File: src/rtl/mips_pkg.sv
// Shared types and constants for the MIPS front end: fetch FSM states,
// instruction field positions, primary opcodes and the default reset PC.
package mips_pkg;

  typedef enum logic [1:0] {
    FETCH = 2'd0,
    WAIT  = 2'd1,
    HOLD  = 2'd2
  } fetch_state_t;

  localparam int OPC_HI   = 31;
  localparam int OPC_LO   = 26;
  localparam int RS_HI    = 25;
  localparam int RS_LO    = 21;
  localparam int RT_HI    = 20;
  localparam int RT_LO    = 16;
  localparam int RD_HI    = 15;
  localparam int RD_LO    = 11;
  localparam int IMM_HI   = 15;
  localparam int IMM_LO   = 0;
  localparam int FUNCT_HI = 5;
  localparam int FUNCT_LO = 0;

  localparam logic [5:0] OP_RTYPE = 6'h00;
  localparam logic [5:0] OP_LW    = 6'h23;
  localparam logic [5:0] OP_SW    = 6'h2B;
  localparam logic [5:0] OP_BEQ   = 6'h04;

  localparam logic [31:0] RESET_PC_DEFAULT = 32'h0000_0000;

  // Word-aligned branch displacement: sign-extended imm shifted left by two.
  function automatic logic [31:0] branch_offset(input logic [15:0] imm);
    return {{14{imm[15]}}, imm, 2'b00};
  endfunction

endpackage

File: src/rtl/fetch_pc_gen.sv
// Program counter for the fetch unit: holds pc, forms pc+4 and the branch
// target, and advances to the selected next PC when the current instruction retires.
module fetch_pc_gen
  import mips_pkg::*;
#(
  parameter logic [31:0] RESET_PC = RESET_PC_DEFAULT
) (
  input  logic        clk,
  input  logic        reset,
  input  logic        load_en,
  input  logic        branch_take,
  input  logic [15:0] imm,
  output logic [31:0] pc,
  output logic [31:0] pc_plus4
);

  logic [31:0] pc_q;
  logic [31:0] pc_d;
  logic [31:0] plus4;
  logic [31:0] branch_target;

  always_comb begin
    plus4         = pc_q + 32'd4;
    branch_target = plus4 + branch_offset(imm);
    pc_d          = pc_q;
    if (load_en) begin
      pc_d = branch_take ? branch_target : plus4;
    end
  end

  // Low bits are forced to zero so a misaligned RESET_PC can never leak out.
  always_ff @(posedge clk) begin
    if (reset) begin
      pc_q <= {RESET_PC[31:2], 2'b00};
    end else begin
      pc_q <= pc_d;
    end
  end

  assign pc       = pc_q;
  assign pc_plus4 = plus4;

endmodule

File: src/rtl/instr_fetch_unit.sv
// MIPS instruction fetch front end: single-outstanding request/response fetch
// FSM, registered instruction with decoded field slices, and a sticky error flag.
module instr_fetch_unit
  import mips_pkg::*;
#(
  parameter logic [31:0] RESET_PC = RESET_PC_DEFAULT
) (
  input  logic        clk,
  input  logic        reset,
  output logic        imem_req_valid,
  input  logic        imem_req_ready,
  output logic [31:0] imem_addr,
  input  logic        imem_rsp_valid,
  input  logic [31:0] imem_rsp_data,
  output logic        instr_valid,
  input  logic        instr_ready,
  output logic [31:0] instr,
  output logic [5:0]  opcode,
  output logic [5:0]  funct,
  output logic [4:0]  rs,
  output logic [4:0]  rt,
  output logic [4:0]  rd,
  output logic [15:0] imm,
  output logic [31:0] pc,
  output logic [31:0] pc_plus4,
  input  logic        branch_take,
  output logic        err_rsp
);

  fetch_state_t state_q;
  fetch_state_t state_d;
  logic [31:0]  instr_q;
  logic [31:0]  instr_d;
  logic         err_q;
  logic         err_d;
  logic         req_fire;
  logic         pc_load;

  // NOTE: sequential state uses non-blocking assignments so every flop samples pre-edge values.
  always_ff @(posedge clk) begin
    if (reset) begin
      state_q <= FETCH;
      // NOTE: instr is a visible output, so it is reset; pure data storage elsewhere need not be.
      instr_q <= '0;
      err_q   <= 1'b0;
    end else begin
      state_q <= state_d;
      instr_q <= instr_d;
      err_q   <= err_d;
    end
  end

  // NOTE: every always_comb output gets a default first so no latch is inferred.
  always_comb begin
    state_d = state_q;
    instr_d = instr_q;
    unique case (state_q)
      FETCH: if (req_fire) state_d = WAIT;
      WAIT: begin
        if (imem_rsp_valid) begin
          instr_d = imem_rsp_data;
          state_d = HOLD;
        end
      end
      HOLD:    if (instr_ready) state_d = FETCH;
      default: state_d = FETCH;
    endcase
  end

  // A response is only legal while waiting; one arriving with the accept is early.
  always_comb begin
    imem_req_valid = (state_q == FETCH) && !reset;
    instr_valid    = (state_q == HOLD);
    err_d          = err_q | (imem_rsp_valid && (state_q != WAIT));
  end

  assign req_fire = imem_req_valid && imem_req_ready;
  assign pc_load  = instr_valid && instr_ready;

  fetch_pc_gen #(
    .RESET_PC (RESET_PC)
  ) u_pc_gen (
    .clk         (clk),
    .reset       (reset),
    .load_en     (pc_load),
    .branch_take (branch_take),
    .imm         (instr_q[IMM_HI:IMM_LO]),
    .pc          (pc),
    .pc_plus4    (pc_plus4)
  );

  assign imem_addr = pc;
  assign instr     = instr_q;
  assign opcode    = instr_q[OPC_HI:OPC_LO];
  assign funct     = instr_q[FUNCT_HI:FUNCT_LO];
  assign rs        = instr_q[RS_HI:RS_LO];
  assign rt        = instr_q[RT_HI:RT_LO];
  assign rd        = instr_q[RD_HI:RD_LO];
  assign imm       = instr_q[IMM_HI:IMM_LO];
  assign err_rsp   = err_q;

endmodule

File: config.mk
export PLATFORM = sky130hd
export DESIGN_NAME = instr_fetch_unit
export DESIGN_NICKNAME = d
export VERILOG_FILES = /design/src/rtl/mips_pkg.sv /design/src/rtl/fetch_pc_gen.sv /design/src/rtl/instr_fetch_unit.sv
export SDC_FILE = /design/constraint.sdc
export NUM_CORES = 1
export LEC_CHECK = 0
export ABC_AREA = 1
export BUFFER_PORTS_ARGS = -buffer_cell sky130_fd_sc_hd__buf_2
export CAP_MARGIN = 20
export CORE_MARGIN = 4
export CORE_UTILIZATION = 40
export DETAILED_ROUTE_END_ITERATION = 10
export PLACE_DENSITY_LB_ADDON = 0.2
export SLEW_MARGIN = 40
export SYNTH_ARGS = -nofsm -noshare
export SYNTH_HDL_FRONTEND = slang
export SYNTH_SLANG_ARGS = --single-unit
File: constraint.sdc
create_clock -name clk -period 2.5 [get_ports clk]
set_input_delay 0.125 -clock clk [delete_from_list [all_inputs] [get_ports clk]]
set_output_delay 0.125 -clock clk [all_outputs]
set_load 0.1 [all_outputs]
==> metrics.csv, run 1 <==
stage;metric;value;unit
finish;commonest cells after routing, fill and taps aside;nand2_1 (240), buf_2 (196), buf_4 (184);
finish;final instance area;10100;um2
clocking;Worst-Skew Late Latency;0.35;ns
die;area of the core;15100;um2
clocking;CTS tree;built;
setup_path;crit path launch type;register;
finish;share of layout cells above drive strength 1;49.4;%
setup_path;Worst setup EP type;register;
grt;number of global-route vias before repair;7032;
sta;Slew Limit Fails;0;
job;Max Cap Viol;0;
grt;total grt overflow;0;
power;LEAKAGE;5.30;nW
clocking;H-tree levels;3;
die;initial core utilization;40.8;%
sta;worst-margin pin slew;0.518;ns
clocking;Longest Clk Path Bufs;2;
placement;routability cong.;0.959;
placement;Placed Cells;1497;
finish;fillcell total;1261;
routing;vias per inst;4.99;
worst_hold_path;Worst Hold Depth;3;
outcome;failing checks;negative setup slack;
routing;initial drt markers;565;
worst_hold_path;Hold Crit Class;in -> reg;
placement;Placed Area;8420;um2
setup_path;Worst R2R Setup Slack;-0.39;ns
routing;Vias;7663;
yosys;Unique masters post-synth;34;
sta;PnR worst setup slack;-0.395;ns
finish;Layout area overhead;63.8;%
routing;DRT antenna net count;0;
die;Die W;132;um
grt;first-pass GRT wire length;36200;um
sta;final worst clock skew;0.00646;ns
setup_path;arrival time at the worst endpoint;3.17;ns
grt;total track usage;25.7;%
clocking;# hold bufs at CTS;0;
finish;Final Util;66.8;%
yosys;syn_area_per_cell;6.01;um2
finish;commonest non-fill, non-tap cell in the layout;nand2_1;
finish;Finished Layout Cells;1535;
yosys;Yosys Warn Count;0;
sta;final hold vios;0;
power;Pwr Density;351;nW/um2
setup_path;critical path class;reg -> reg;
sta;total negative slack;-7.14;ns
clocking;CTS clock-pin slew for the worst setup and hold paths;0.06;ns
yosys;Seq/Total Area, Yosys;21.1;%
sta;period utilization;116;%
setup_path;worst reg2reg path depth;20;
finish;Multi-input gate area;4990;um2
placement;IO Port Bufs;205;
die;Site Rows;45;
clocking;CTS root buf;clkbuf_16;
sta;Slew HR;65.7;%
routing;DR pass1 iterations;5;
die;Die H;132;um
routing;final wirelength;24400;um
yosys;cell count after synthesis;1028;
die;Die ar.;17500;um2
setup_path;worst-path fanout max;4;
sta;RSZ-0062 raised after global routing;true;
grt;initial antenna violation count;0;
yosys;synthesized cell area;6170;um2
grt;largest net degree at the start of global routing;53;
outcome;outcome;complete, but fails checks;
yosys;Yosys reg bits;65;
sta;# setup viols final;24;
placement;post-detail-place hpwl;17500;um
sta;final hold slack;0.0258;ns
sta;min Tclk post-route;2.89;ns
power;maximum VDD drop;0.361;mV
finish;register area;1340;um2
clocking;CTS Sinks;65;
die;Ports;212;
finish;Final #Nets;1418;
setup_path;worst endpoint required time;2.78;ns
finish;number of diodes;0;
sta;fmax;0.345;GHz
routing;DRC violation count after routing;0;
clocking;cts bufs inserted;9;
routing;Avg WL per Cell;15.9;um
==> worst max-delay path, cell delays in order (launching register included) <==
cell,delay [ns]
dfxtp_4,0.37
buf_6,0.10
clkinvlp_4,0.10
nor2_4,0.14
nand2_4,0.09
nor2_4,0.14
nand2_4,0.08
nor2_4,0.16
xnor2_4,0.15
clkinvlp_4,0.19
ha_4,0.33
nand2_4,0.08
nor2_4,0.15
buf_4,0.12
and3_1,0.17
nand2_1,0.05
nand2_1,0.06
nand2_1,0.05
nand3_1,0.08
nand2_1,0.07
a21oi_1,0.12
==> metrics by stage <==
stage / worst slack (ns) / power (mW)
3_3_place_gp: -0.479 / 2.07
5_1_grt: -0.582 / 3.64
4_1_cts: -0.331 / 3.52
2_1_floorplan: -1.48 / 1.91
3_5_place_dp: -0.470 / 2.08
6_report: -0.395 / 3.55
==> where the power goes <==
group	switching [mW]	total [mW]	leakage (nW)	internal, mW
Sequential	0.0363	1.10	0.538	1.07
Combinational	0.815	1.05	4.61	0.231
Clock	0.530	1.40	0.148	0.873
Total	1.38	3.55	5.30	2.17
==> synthesized netlist by cell type (all sizes together) <==
cell type  instances  share of area (%)
and3               2               0.20
o21a               2               0.24
nand2            301                 18
o211ai             2               0.24
ha                36                7.3
nand3b             4               0.49
xnor2              9                1.3
a21oi             92                7.5
dfxtp             65                 21
a31oi              7               0.71
buf               80                9.7
nand3             57                4.6
a21o               2               0.24
and2               5               0.51
inv              149                9.1
nor2              80                5.4
or2                4               0.41
o21ai             59                4.8
xor2              21                3.0
nand4              8               0.81
conb               1              0.061
fa                 1               0.32
nor3              10                1.3
o21bai             7               0.85
clkbuf            24                1.5
==> cells by family (layout without fill, tap and decap cells) <==
kind of cell,Yosys count,after routing,share of synthesized area (%)
compound gates,171,171,14.6
xor+xnor,30,30,4.26
fa+ha+maj,37,37,7.62
buf+inv,253,567,20.2
flops,65,65,21.1
other cells,1,6,0.0607
simple gates,471,471,32.2
==> final timing paths <==
kind	startpoint	end
worst max-delay path	u_pc_gen.pc[2]	u_pc_gen.pc[31]
worst min-delay path	imem_req_ready	state_q[0]
worst max register to register	u_pc_gen.pc[2]	u_pc_gen.pc[31]
worst min register to register	instr[27]	instr[27]
==> metal layers <==
metal  GRT usage (%)  share of wire (%)  wire, um
met3            4.39                7.0      1700
met2            41.9                 47     11500
met5               0                  0         0
met4            8.08                2.6       640
met1            34.9                 43     10600
==> registers in the layout, indices dropped and copies added (netlist names) <==
| signal | count |
|---|---|
| err_rsp | 1 |
| state_q | 2 |
| u_pc_gen.pc | 30 |
| instr | 32 |
==> repair_timing <==
item,CTS,global route
setup buffers,15,9
resized for setup,142,122
pin swaps,49,71
endpoints found under the setup margin,27,35
==> final cells by class <==
type                            instances  share of cell area, %
Clock buffer                            9                   2.23
Clock inverter                          6                  0.915
Inverter                              149                   5.76
Multi-Input combinational cell        715                   49.3
Sequential cell                        65                   13.2
Tap cell                              188                   2.33
Timing Repair Buffer                  403                   26.2
No activity file was read; power rests on OpenSTA's default activity.
==> inputs of run 2 (changes only) <==
--- a/config.mk
+++ b/config.mk
@@ -8,7 +8,6 @@
 export ABC_AREA = 1
 export BUFFER_PORTS_ARGS = -buffer_cell sky130_fd_sc_hd__buf_2
 export CAP_MARGIN = 20
-export CORE_MARGIN = 4
 export CORE_UTILIZATION = 40
 export DETAILED_ROUTE_END_ITERATION = 10
 export PLACE_DENSITY_LB_ADDON = 0.2
==> run 2 against run 1 <==
Compared with the run above: the run still ends with negative setup slack left; power shrank 5.3%; maximum frequency up 0.86%; design area shrank 2.2%; routed wire length decreased by 8.8%; register-to-register slack improved by 0.02 ns; critical path type unchanged; critical endpoint is now u_pc_gen.pc[19]; largest cell class unchanged; highest routed layer unchanged.
==> metrics.csv, run 2 (same netlist as run 1, synthesis figures left out) <==
stage;metric;value;unit;change
setup_path;crit path to;u_pc_gen.pc[19];;was u_pc_gen.pc[31]
routing;vias per inst;4.92;;was 4.99
clocking;CTS tree;built;;unchanged
worst_hold_path;Hold Crit Class;in -> reg;;unchanged
sta;RSZ-0062 raised after global routing;true;;unchanged
clocking;# hold bufs at CTS;0;;unchanged
sta;fmax;0.348;GHz;was 0.345 GHz
routing;Vias;7550;;was 7663
grt;met2 GRT Util;44.9;%;was 41.9%
outcome;outcome;complete, but fails checks;;unchanged
setup_path;worst flop-to-flop path endpoint;u_pc_gen.pc[19];;was u_pc_gen.pc[31]
finish;Layout area overhead;60.2;%;was 63.8%
grt;initial antenna violation count;0;;unchanged
setup_path;critical path class;reg -> reg;;unchanged
grt;largest net degree at the start of global routing;66;;was 53
setup_path;crit path launch type;register;;unchanged
finish;Finished Layout Cells;1534;;was 1535
finish;commonest cells after routing, fill and taps aside;nand2_1 (248), buf_2 (195), buf_4 (187);;was nand2_1 (240), buf_2 (196), buf_4 (184)
routing;initial drt markers;726;;was 565
finish;number of diodes;0;;unchanged
setup_path;r2r startpoint;u_pc_gen.pc[2];;unchanged
sta;PnR worst setup slack;-0.370;ns;was -0.395 ns
sta;worst-margin pin slew;0.610;ns;was 0.518 ns
finish;commonest non-fill, non-tap cell in the layout;nand2_1;;unchanged
setup_path;Worst setup EP type;register;;unchanged
die;area of the core;15100;um2;unchanged
clocking;H-tree levels;3;;unchanged
grt;met1 Use GR;38.4;%;was 34.9%
routing;DRC violation count after routing;0;;unchanged
die;Die ar.;15900;um2;was 17500 um2
setup_path;worst-path fanout max;4;;unchanged
routing;DRT antenna net count;0;;unchanged
grt;total grt overflow;0;;unchanged
sta;final worst clock skew;0.00958;ns;was 0.00646 ns
job;Max Cap Viol;0;;unchanged
setup_path;Worst R2R Setup Slack;-0.37;ns;was -0.39 ns
die;initial core utilization;40.8;%;unchanged
die;Die W;126;um;was 132 um
setup_path;worst reg2reg path depth;20;;unchanged
clocking;CTS Sinks;65;;unchanged
placement;Placed Cells;1496;;was 1497
setup_path;worst endpoint required time;2.77;ns;was 2.78 ns
power;Pwr Density;340;nW/um2;was 351 nW/um2
die;Die H;126;um;was 132 um
routing;final wirelength;22300;um;was 24400 um
clocking;CTS clock-pin slew for the worst setup and hold paths;0.06;ns;about the same
setup_path;Critical Path Start;u_pc_gen.pc[2];;unchanged
routing;DR pass1 iterations;5;;unchanged
clocking;cts bufs inserted;9;;unchanged
grt;Top Usage Layer GRT;met2;;unchanged
sta;period utilization;115;%;was 116%
die;Site Rows;45;;unchanged
clocking;Longest Clk Path Bufs;2;;unchanged
clocking;Worst-Skew Late Latency;0.35;ns;about the same
power;LEAKAGE;5.14;nW;was 5.30 nW
setup_path;arrival time at the worst endpoint;3.14;ns;was 3.17 ns
clocking;CTS root buf;clkbuf_16;;unchanged
placement;routability cong.;0.918;;was 0.959
sta;final hold vios;0;;unchanged
sta;# setup viols final;25;;was 24
sta;min Tclk post-route;2.87;ns;was 2.89 ns
grt;total track usage;27.7;%;was 25.7%
routing;Avg WL per Cell;14.5;um;was 15.9 um
placement;IO Port Bufs;205;;unchanged
sta;Slew HR;59.3;%;was 65.7%
grt;number of global-route vias before repair;6776;;was 7032
grt;first-pass GRT wire length;34500;um;was 36200 um
finish;share of layout cells above drive strength 1;47.8;%;was 49.4%
grt;Global Route met3 Usage;3.40;%;was 4.39%
power;maximum VDD drop;0.285;mV;was 0.361 mV
finish;Final #Nets;1416;;was 1418
die;Ports;212;;unchanged
outcome;failing checks;negative setup slack;;unchanged
sta;total negative slack;-5.60;ns;was -7.14 ns
finish;max FFs per register;32;;unchanged
sta;Slew Limit Fails;0;;unchanged
placement;post-detail-place hpwl;16600;um;was 17500 um
run 2: cell types whose count changed in the layout (fill, tap and decap cells not counted), sizes merged:
cell	previous run	this run
inv	145	148
buf	399	397
bufinv	2	0
clkbuf	13	14
clkinv	1	0
run 2: worst min path at each step:
stage	depth (start not counted)	endpoint	startpoint	slack (ns)
floorplan	2	state_q[0]	imem_req_ready	0.27
global placement	3	state_q[0]	imem_req_ready	0.39
detailed placement	3	state_q[0]	imem_req_ready	0.39
CTS	3	state_q[0]	imem_req_ready	0.02
global route	3	state_q[0]	imem_req_ready	0.03
finish	3	state_q[0]	imem_req_ready	0.03
run 2: metal layers:
| metal | routed length [um] | share of wire (%) | up-vias |
|---|---|---|---|
| met5 | 0 | 0 | - |
| met4 | 554 | 2.5 | 0 |
| met3 | 1450 | 6.5 | 38 |
| met2 | 10200 | 46 | 281 |
| met1 | 10100 | 45 | 3448 |
| li1 | - | - | 3783 |
run 2: layout make-up:
type                       count  area [um2]
tap                          188         235
sequential                    65        1340
timing repair buffer         401        2630
clock inverter                 6        47.5
inverter                     149         578
fill                        1290        5250
multi-input combinational    715        4820
clock buffer                  10         239
run 2: repair_timing:
action | 4_1_cts | 5_1_grt
pin swaps | 33 | 39
gates resized for setup | 128 | 94
endpoints found under the setup margin | 25 | 39
buffers inserted | 12 | 10
run 2: through the flow:
step                      setup slack [ns]  util [%]  area, um2  total power [mW]  hold slack [ns]
after floorplan                      -1.48         -       6470              1.91            0.270
after global placement              -0.433      55.5       8410              2.07            0.387
after detailed placement            -0.475      55.5       8410              2.07            0.394
after CTS                           -0.299      62.2       9430              3.35           0.0219
after global routing                -0.528      65.3       9890              3.48           0.0348
final                               -0.370      65.3       9890              3.36           0.0279
run 2: critical path, cell delays in order, from the launching register on:
cell and delay [ns]:
dfxtp_4 0.36, clkinvlp_4 0.10, nor2_4 0.15, nand2_4 0.11, nor2_4 0.15, nand2_4 0.08, nor2_4 0.13, xnor2_4 0.15
clkinvlp_4 0.17, ha_1 0.35, nand2_2 0.10, nor2_2 0.15, nand2_1 0.08, nand3_1 0.11, inv_1 0.06, nand2_1 0.08
nand2_1 0.07, nand2_1 0.09, o21ai_2 0.06, buf_4 0.14, a21oi_1 0.11
run 2: report_power, final:
| group | internal, mW | switching, mW | leakage [nW] |
|---|---|---|---|
| registers | 1.06 | 0.0356 | 0.539 |
| clock network | 0.709 | 0.530 | 0.136 |
| logic | 0.225 | 0.800 | 4.47 |
| total | 2.00 | 1.36 | 5.14 |
==> inputs of run 3 (changes only) <==
--- a/config.mk
+++ b/config.mk
@@ -10,6 +10,7 @@
 export CAP_MARGIN = 20
 export CORE_UTILIZATION = 40
 export DETAILED_ROUTE_END_ITERATION = 10
+export GPL_TIMING_DRIVEN = 0
 export PLACE_DENSITY_LB_ADDON = 0.2
 export SLEW_MARGIN = 40
 export SYNTH_ARGS = -nofsm -noshare
==> run 3 against run 2 <==
Compared with the run above: non-clock buffer count decreased by 29; sequential cell count did not move; via count increased by 0.25%; design area increased by 0.54%; power up 0.55%; count of clock-buffer cells in the layout up 1; maximum frequency fell by 2.7%; sequential power about the same; critical endpoint is now u_pc_gen.pc[31]; the flow still finishes with violations (negative setup slack); largest power group unchanged.
==> metrics.csv, run 3 (same netlist as run 1, synthesis figures left out) <==
stage;metric;value;unit;change
outcome;outcome;complete, but fails checks;;unchanged
outcome;failing checks;negative setup slack;;unchanged
finish;max FFs per register;32;;unchanged
clocking;cts bufs inserted;9;;unchanged
job;Max Cap Viol;0;;unchanged
clocking;CTS clock-pin slew for the worst setup and hold paths;0.06;ns;about the same
sta;final worst clock skew;0.00769;ns;was 0.00958 ns
clocking;CTS root buf;clkbuf_16;;unchanged
die;Site Rows;45;;unchanged
setup_path;worst endpoint required time;2.77;ns;about the same
placement;Placed Area;7730;um2;was 8410 um2
finish;Final #Nets;1387;;was 1416
power;Sw Share;39.8;%;was 40.6%
die;Die ar.;15900;um2;unchanged
placement;pre-CTS setup slack;-0.899;ns;was -0.475 ns
grt;largest net degree at the start of global routing;26;;was 66
die;Die W;126;um;unchanged
sta;fmax;0.339;GHz;was 0.348 GHz
power;Pwr Density;340;nW/um2;about the same
clocking;# hold bufs at CTS;0;;unchanged
placement;routability cong.;0.908;;was 0.918
clocking;Longest Clk Path Bufs;2;;unchanged
clocking;Worst-Skew Late Latency;0.34;ns;was 0.35 ns
die;initial core utilization;40.8;%;unchanged
routing;final wirelength;23100;um;was 22300 um
sta;min Tclk post-route;2.95;ns;was 2.87 ns
routing;vias per inst;5.03;;was 4.92
routing;DRC violation count after routing;0;;unchanged
routing;DRT antenna net count;0;;unchanged
routing;Vias;7569;;was 7550
finish;number of diodes;0;;unchanged
die;Ports;212;;unchanged
placement;post-detail-place hpwl;16400;um;was 16600 um
sta;Slew HR;52.9;%;was 59.3%
sta;worst-margin pin slew;0.706;ns;was 0.610 ns
die;Die H;126;um;unchanged
clocking;CTS tree;built;;unchanged
routing;Avg WL per Cell;15.4;um;was 14.5 um
die;area of the core;15100;um2;unchanged
setup_path;Worst setup EP type;register;;unchanged
power;Clock power frac;36.4;%;was 36.8%
finish;final instance area;9950;um2;was 9890 um2
finish;commonest non-fill, non-tap cell in the layout;nand2_1;;unchanged
placement;IO Port Bufs;204;;was 205
finish;Layout area overhead;61.1;%;was 60.2%
sta;final hold vios;0;;unchanged
power;Sw Pwr;1.35;mW;was 1.36 mW
routing;initial drt markers;467;;was 726
worst_hold_path;Hold Crit Class;in -> reg;;unchanged
sta;final hold slack;0.0369;ns;was 0.0279 ns
power;cell internal pwr;2.03;mW;was 2.00 mW
sta;# setup viols final;21;;was 25
sta;RSZ-0062 raised after global routing;true;;unchanged
power;maximum VDD drop;0.325;mV;was 0.285 mV
routing;DR pass1 iterations;6;;was 5
power;LEAKAGE;5.10;nW;was 5.14 nW
grt;total track usage;25.9;%;was 27.7%
setup_path;arrival time at the worst endpoint;3.22;ns;was 3.14 ns
power;Reg power frac;32.7;%;about the same
setup_path;crit path launch type;register;;unchanged
sta;Slew Limit Fails;0;;unchanged
sta;period utilization;118;%;was 115%
finish;commonest cells after routing, fill and taps aside;nand2_1 (215), buf_2 (198), buf_4 (135);;was nand2_1 (248), buf_2 (195), buf_4 (187)
setup_path;worst-path fanout max;6;;was 4
sta;PnR worst setup slack;-0.450;ns;was -0.370 ns
grt;initial antenna violation count;0;;unchanged
grt;total grt overflow;0;;unchanged
setup_path;critical path class;reg -> reg;;unchanged
power;Comb power frac;30.9;%;was 30.5%
clocking;CTS Sinks;65;;unchanged
clocking;H-tree levels;3;;unchanged
grt;first-pass GRT wire length;32500;um;was 34500 um
grt;number of global-route vias before repair;6456;;was 6776
finish;share of layout cells above drive strength 1;50.2;%;was 47.8%
run 3: changes by cell type in the layout (fill, tap and decap cells not counted), sizes merged:
cell	delta
inv	-4
buf	-51
clkinvlp	+1
clkbuf	+23
clkinv	+2
run 3: through the flow:
stage,cells,power (mW),TNS [ns],util [%]
after global routing,1505,3.47,-9.75,65.7
final,1505,3.38,-6.41,65.7
after global placement,1425,2.07,-14.55,51.0
after detailed placement,1425,2.07,-14.77,51.0
after floorplan,1033,1.91,-37.34,-
after CTS,1468,3.33,-6.36,58.7
run 3: worst paths after layout:
kind	startpoint	endpoint	slack (ns)	depth (start not counted)
setup / recovery	u_pc_gen.pc[14]	u_pc_gen.pc[31]	-0.45	22
hold / removal	imem_req_ready	state_q[0]	0.04	3
setup reg to reg	u_pc_gen.pc[14]	u_pc_gen.pc[31]	-0.45	22
hold reg to reg	instr[23]	instr[23]	0.46	2
run 3: layout make-up:
class | instances | area [um2]
inverters | 149 | 587
plain buffers | 104 | 691
clock buffers | 11 | 254
well taps | 188 | 235
clock inverters | 5 | 37.5
repair buffers | 268 | 1600
multi-input cells | 715 | 5170
fillers | 1282 | 5200
flip-flops and latches | 65 | 1370
run 3: power by group through the flow:
stage	logic (mW)	registers, mW	clock network (mW)
final	1.05	1.11	1.23
after global routing	1.09	1.11	1.27
after CTS	0.980	1.11	1.24
after detailed placement	0.941	1.13	0
after global placement	0.938	1.13	0
after floorplan	0.581	1.33	0
run 3: worst max-delay path, stage by stage (launching register included):
cell and delay, ns:
dfxtp_4 0.41, inv_2 0.09, nor3_4 0.26, nand2_2 0.12, nor2_1 0.10, nand2_1 0.11, xor2_2 0.19, inv_1 0.13
ha_4 0.35, nand2_1 0.08, nand2_1 0.12, nand2_1 0.07, nand2_1 0.10, inv_1 0.05, nand2_1 0.07, nand2_1 0.08
nand2_2 0.11, inv_1 0.07, nand2_2 0.09, nand2_2 0.05, nand3_2 0.05, nand2_1 0.07, a21oi_1 0.12
run 3: repair_timing:
item | in CTS | in global routing
pin swaps | 68 | 82
buffers inserted | 27 | 37
setup endpoints to repair | 30 | 28
gates resized for setup | 147 | 187
run 3: per-layer routing:
metal,up-vias,track usage [%],wire [um]
met3,44,3.40,1240
met1,3525,34.5,10100
met2,278,43.7,11200
li1,3722,-,-
met4,0,6.87,599
met5,-,0,0
